$ cat src/rtl/dmem_resp.sv
// Wait-stated 16-bit data memory responder: one request in flight, IDLE -> WAIT -> ACK.
// Loads present rdata in the ack cycle; stores commit on the edge that closes ACK.
module dmem_resp #(
    parameter int WAIT_CYCLES = 2,
    parameter int DEPTH       = 256
) (
    input  logic        clk,
    input  logic        rst_n,
    input  logic        req,
    input  logic        we,
    input  logic [15:0] addr,
    input  logic [15:0] wdata,
    output logic        ack,
    output logic [15:0] rdata,
    output logic        busy
);

    localparam logic [1:0] S_IDLE = 2'd0;
    localparam logic [1:0] S_WAIT = 2'd1;
    localparam logic [1:0] S_ACK  = 2'd2;

    localparam logic [3:0] WAIT_LOAD = (WAIT_CYCLES > 0) ? 4'(WAIT_CYCLES - 1) : 4'd0;
    localparam logic       NO_WAIT   = (WAIT_CYCLES == 0);

    logic [1:0]  state;
    logic [1:0]  state_nxt;
    logic [3:0]  cnt;
    logic        accept;

    logic        we_p0;
    logic [7:0]  addr_p0;
    logic [15:0] wdata_p0;

    logic        rd_en;
    logic [7:0]  rd_addr;

    logic [15:0] mem [DEPTH];

    // Upper address bits are deliberately ignored; the store wraps every 256 words.
    logic        unused_addr_hi;
    assign unused_addr_hi = ^addr[15:8];

    assign accept = (state == S_IDLE) && req;
    assign ack    = (state == S_ACK);
    assign busy   = (state != S_IDLE);

    always_comb begin
        state_nxt = state;
        case (state)
            S_IDLE:  if (req) state_nxt = NO_WAIT ? S_ACK : S_WAIT;
            S_WAIT:  if (cnt == 4'd0) state_nxt = S_ACK;
            S_ACK:   state_nxt = S_IDLE;
            default: state_nxt = S_IDLE;
        endcase
    end

    // The read fires on the edge entering ACK; with no wait states that is the
    // accepting edge itself, so the live inputs are used instead of the latches.
    always_comb begin
        rd_en   = 1'b0;
        rd_addr = addr_p0;
        if (NO_WAIT && accept) begin
            rd_en   = !we;
            rd_addr = addr[7:0];
        end else if ((state == S_WAIT) && (cnt == 4'd0)) begin
            rd_en   = !we_p0;
            rd_addr = addr_p0;
        end
    end

    always_ff @(posedge clk or negedge rst_n) begin
        if (!rst_n) begin
            state <= S_IDLE;
            cnt   <= 4'd0;
        end else begin
            state <= state_nxt;
            if (accept) begin
                cnt <= WAIT_LOAD;
            end else if ((state == S_WAIT) && (cnt != 4'd0)) begin
                cnt <= cnt - 4'd1;
            end
        end
    end

    // ---- request capture stage ----
    always_ff @(posedge clk or negedge rst_n) begin
        if (!rst_n) begin
            we_p0    <= 1'b0;
            addr_p0  <= 8'h00;
            wdata_p0 <= 16'h0000;
        end else if (accept) begin
            we_p0    <= we;
            addr_p0  <= addr[7:0];
            wdata_p0 <= wdata;
        end
    end

    // ---- response stage ----
    always_ff @(posedge clk or negedge rst_n) begin
        if (!rst_n) begin
            rdata <= 16'h0000;
        end else if (rd_en) begin
            rdata <= mem[rd_addr];
        end
    end

    // Array has no reset; an aborted transaction never reaches ACK, so it never writes.
    always_ff @(posedge clk) begin
        if ((state == S_ACK) && we_p0) begin
            mem[addr_p0] <= wdata_p0;
        end
    end

endmodule

$ cat config.mk
export PLATFORM = sky130hd
export DESIGN_NAME = dmem_resp
export DESIGN_NICKNAME = d
export VERILOG_FILES = /design/src/rtl/dmem_resp.sv
export SDC_FILE = /design/constraint.sdc
export NUM_CORES = 2
export LEC_CHECK = 0
export ABC_CLOCK_PERIOD_IN_PS = 5700
export BUFFER_PORTS_ARGS = -buffer_cell sky130_fd_sc_hd__buf_2
export CORE_AREA = 5 5 804 806
export CTS_BUF_LIST = sky130_fd_sc_hd__clkbuf_8
export CTS_CLUSTER_SIZE = 30
export DETAILED_ROUTE_END_ITERATION = 10
export DIE_AREA = 0 0 809 811
export PLACE_DENSITY_LB_ADDON = 0.05
export REMOVE_ABC_BUFFERS = 1
export SLEW_MARGIN = 25
export SYNTH_ARGS = -nofsm -noshare
export SYNTH_HDL_FRONTEND = slang
export SYNTH_SLANG_ARGS = --single-unit
$ cat constraint.sdc
create_clock -name clk -period 5.7 [get_ports clk]
set_input_delay 0 -clock clk [delete_from_list [all_inputs] [get_ports clk]]
set_output_delay 0 -clock clk [all_outputs]
set_load 0.005 [all_outputs]
==> impl_summary.md <==
Outcome
The run finished with clean final reports.

Floorplanning
The I/O pin count is 54. The area of the core region is 639,000 µm². The width of the die is 809 µm. The floorplan row count is 294. The floorplan step defined a die boundary enclosing 656,000 µm².

The die outline height is 811 µm. For this configuration, the core starts out at a cell density of 24.9%.

Timing
At the pin with the least slew margin, the transition time is 1.19 ns. Setup violations remaining at the end of the flow were counted as 0. The highest attainable clock frequency is 0.208 GHz. The accumulated negative setup slack is 0 ns. Between clock sinks in the finished design, the worst skew comes to 0.0993 ns. The final hold violation count came to 0.

In this run the tightest slew margin relative to its limit is 20.2%. Setup repair after global routing left no endpoint under its margin. The smallest setup slack after layout is 0.890 ns. The final worst-path cycle share is 84.4%. The max-slew violation count is 0. The tightest hold path in the finished design has a slack of 0.271 ns. For the finished layout, the period the worst path requires is 4.81 ns.

Layout
From synthesis to final layout, the design area changed by 18.2%. After the flow finishes, the layout carries non-filler instances totaling 17,200. The post-layout net count is 8,175.

The cell area after layout is 188,000 µm². Cells fill 29.4% of the core in the end. The share of cells above drive strength 1 is 33.1%.

Clock network
The H-tree depth is 6. The clock-pin slew on the worst setup and hold paths is 0.06 ns. The total of cells resized after clock tree synthesis is 0.

The number of CTS-inserted buffers is 765. The clock passes through at most 4 buffers. In this run the clock root is driven by a sky130_fd_sc_hd__clkbuf_8. The TritonCTS clock tree is built. The clock net in this run drives a total of 4,143 sinks. Clock latency on the worst-skew pair, taken at its later pin, is 1.30 ns.

Logic synthesis
Summing the areas of all compound-gate instances in the mapped netlist gives 2.55% of the synthesized area. The cell taking the most area after synthesis is sky130_fd_sc_hd__edfxtp_1. The top-area cell type share of the netlist area is 77.4%.

The fraction of the mapped netlist area in simple logic gates is 1.72%. The synthesized netlist occupies a cell area of 159,000 µm². The adder-cell area share of the yosys netlist is 0.00787%. The count of different cell masters after synthesis is 69. The main combinational cell family by area after synthesis is multiplexers. During synthesis, Yosys emitted a total of 0 warnings. For this run, the leading register cell type out of synthesis is sky130_fd_sc_hd__edfxtp_1.

After synthesis, the cell types taking the most area are sky130_fd_sc_hd__edfxtp_1 (77%), sky130_fd_sc_hd__mux4_2 (14%), sky130_fd_sc_hd__mux2i_1 (1.6%), sky130_fd_sc_hd__o22ai_1 (0.76%), sky130_fd_sc_hd__dfrtp_1 (0.74%). The mean instance size in the synthesized netlist is 22.5 µm². Counting flops with a built-in enable in the synthesized netlist gives 4,096. The synthesized netlist devotes 0.0110% of its cell area to XOR and XNOR gates. After synthesis, the share of flip-flops with an asynchronous set or reset is 1.13%. The cell count after synthesis came out at 7,072. Multiplexer cells account for 15.9% of the synthesized area. After synthesis the netlist holds a flip-flop and latch count of 4,143. For this run, the register share of the synthesized area comes to 78.1%.

GRT
Global routing consumed, over all layers together, 16.6% of the routing resources. The initial antenna violation count came to 44. The via count of the first global-routing pass is 83,600. Global routing finished with a remaining overflow of 0. The global-route wire length before repair is 752,000 µm. Entering global routing, the biggest net connects 207 pins.

Worst setup path
The critical path data arrival time is 5.92 ns. In this run the critical register-to-register path is captured at rdata[8]$_DFFE_PN0P_. For the worst setup path, the data required time is 6.81 ns. The startpoint of the most critical register-to-register path is addr_p0[2]$_DFFE_PN0P_. STA classifies the critical path startpoint as a flip-flop. The first element of the critical path is addr_p0[2]$_DFFE_PN0P_. The path depth of the worst reg2reg path is 7. The critical path is of the flip-flop to flip-flop type. Of all nets on the critical path, the largest fanout is 29.

The critical path ends at rdata[8]$_DFFE_PN0P_. The register-to-register setup slack is 0.89 ns. The kind of end point of the critical path is a flip-flop.

Place
In this run the tool buffered the top-level ports with 45 buffer cells. The post-placement cell count is 15,700. The placed wire-length estimate is 338,000 µm. The placed standard-cell area is 173,000 µm². The congestion estimate from routability-driven global placement came to 0.734.

At the placement stage, the worst setup path has a slack of 0.694 ns.

Power
The share of total power consumed by net switching is 36.0%. Across the VDD grid, the largest voltage drop is 0.388 mV. Per report_power, the clock group accounts for 27.2% of the total. Combinational logic burns 31.2% of the power. The leakage component of the power is 58.5 nW. The cell-internal power is 61.6 mW. Per report_power, the sequential group accounts for 41.6% of the total.

The total power is 96.3 mW. Dividing total power by cell area gives a power density of 512 nW/µm². In this run the power spent charging and discharging nets is 34.7 mW.

Routing
The count of routing violations after the opening detailed-route iteration is 6,386. After detailed routing, the average wire length per cell comes to 32.4 µm. The remaining routing DRC violations is 0. The routed layout has 78,900 vias.

Once detail routing completed, the nets flagged for antenna violations numbered 0. The first detailed-routing pass ran for 5 iterations. For this block, the routed nets add up to 559,000 µm of wire.

The via density per instance is 4.58.

Job
The max-cap check violation count is 0.

Worst hold path
The worst min-delay path category is input pin to flip-flop.
power groups by stage:
stage	Combinational [mW]	Sequential, mW	Clock, mW
global route	31.9	40.2	28.8
finish	30.0	40.1	26.2
detailed placement	30.8	40.9	0
CTS	31.0	40.3	27.4
floorplan	9.91	43.1	0
global placement	30.6	40.8	0
Yosys cell counts, types with 16 or more instances:
cell                       count
sky130_fd_sc_hd__nand3_1      35
sky130_fd_sc_hd__mux2_2       56
sky130_fd_sc_hd__nor4_1       25
sky130_fd_sc_hd__buf_6        72
sky130_fd_sc_hd__a21oi_1      76
sky130_fd_sc_hd__nor2_1      278
sky130_fd_sc_hd__clkbuf_1     99
sky130_fd_sc_hd__o221ai_1     33
sky130_fd_sc_hd__o21ai_0      96
sky130_fd_sc_hd__buf_4        94
sky130_fd_sc_hd__a22oi_1      64
sky130_fd_sc_hd__o22a_1       32
sky130_fd_sc_hd__dfrtp_1      47
sky130_fd_sc_hd__a221oi_1     20
sky130_fd_sc_hd__mux4_2      968
sky130_fd_sc_hd__mux2i_1     260
sky130_fd_sc_hd__nor2b_1      16
sky130_fd_sc_hd__buf_2       130
sky130_fd_sc_hd__edfxtp_1   4096
sky130_fd_sc_hd__nor3_1       70
sky130_fd_sc_hd__o22ai_1     193
sky130_fd_sc_hd__nand2_1     103
flip-flops by register name (all words and copies together) (netlist names):
name and count:
wdata_p0 16, mem 4096, state 2, cnt 4, addr_p0 8, rdata 16
we_p0 1
what timing repair did:
action / CTS / global route
endpoints found under the hold margin: 77 / 0
hold buffers: 76 / 0
buffers inserted: 0 / 0
worst max-delay path, cell delays in order (launching register included):
cell and delay [ns]:
sky130_fd_sc_hd__dfrtp_4 0.93, sky130_fd_sc_hd__buf_4 0.39, sky130_fd_sc_hd__nand2b_1 0.75, sky130_fd_sc_hd__buf_4 0.41
sky130_fd_sc_hd__o22ai_1 0.19, sky130_fd_sc_hd__o21ai_0 0.60, sky130_fd_sc_hd__nor4b_2 1.06, sky130_fd_sc_hd__a41oi_1 0.22
metal layers:
layer | global-route usage (%) | vias to the layer above | share of wire [%]
met5 | 0 | - | 0
met4 | 3.72 | 0 | 2.3
met3 | 2.59 | 759 | 4.4
met2 | 27.3 | 1933 | 48
met1 | 23.2 | 43700 | 46
li1 | - | 32500 | -
how the worst min path moves through the flow:
| stage | startpoint | endpoint | slack (ns) | cells after the start |
|---|---|---|---|---|
| finish | addr[0] | addr_p0[0]$_DFFE_PN0P_ | 0.27 | 5 |
| global route | addr[4] | addr_p0[4]$_DFFE_PN0P_ | 0.16 | 4 |
| CTS | addr[0] | addr_p0[0]$_DFFE_PN0P_ | 0.04 | 5 |
| detailed placement | rst_n | rdata[9]$_DFFE_PN0P_ | 0.03 | 1 |
| global placement | rst_n | rdata[9]$_DFFE_PN0P_ | 0.02 | 1 |
| floorplan | rst_n | addr_p0[0]$_DFFE_PN0P_ | -0.30 | 0 |
cell type report:
class	count	area, µm²
antenna	38	95.1
clock buffer	782	10800
clock inverter	598	2990
fill	62500	451000
inverter	9	38.8
multi-input combinational	2506	33000
sequential	4143	124000
tap	8436	10600
timing repair buffer	713	6220
cells in the final DEF, fill, tap and decap left out, types with 33 or more instances in the layout:
cell type	instances
sky130_fd_sc_hd__mux4_2	968
sky130_fd_sc_hd__edfxtp_1	4096
sky130_fd_sc_hd__mux2i_1	260
sky130_fd_sc_hd__a21oi_1	76
sky130_fd_sc_hd__buf_2	44
sky130_fd_sc_hd__nor2_1	66
sky130_fd_sc_hd__mux2_2	56
sky130_fd_sc_hd__clkbuf_8	782
sky130_fd_sc_hd__o21ai_0	96
sky130_fd_sc_hd__o221ai_1	33
sky130_fd_sc_hd__inv_1	268
sky130_fd_sc_hd__clkinv_1	209
sky130_fd_sc_hd__clkinv_2	65
sky130_fd_sc_hd__diode_2	38
sky130_fd_sc_hd__o22ai_1	193
sky130_fd_sc_hd__dlygate4sd3_1	75
sky130_fd_sc_hd__nor3_1	37
sky130_fd_sc_hd__a22oi_1	64
sky130_fd_sc_hd__nand2_1	95
sky130_fd_sc_hd__nor2_2	204
sky130_fd_sc_hd__buf_12	55
sky130_fd_sc_hd__nor3_2	33
sky130_fd_sc_hd__buf_4	534
cell families after synthesis:
logic type | after synthesis
and+or+nand+nor | 603
xor gates and xnor gates | 2
muxes | 1294
buffers and inverters | 423
DFF | 4143
AOI/OAI and AO/OA | 606
adders and majority gates | 1
Power figures use the tool's default switching activity.
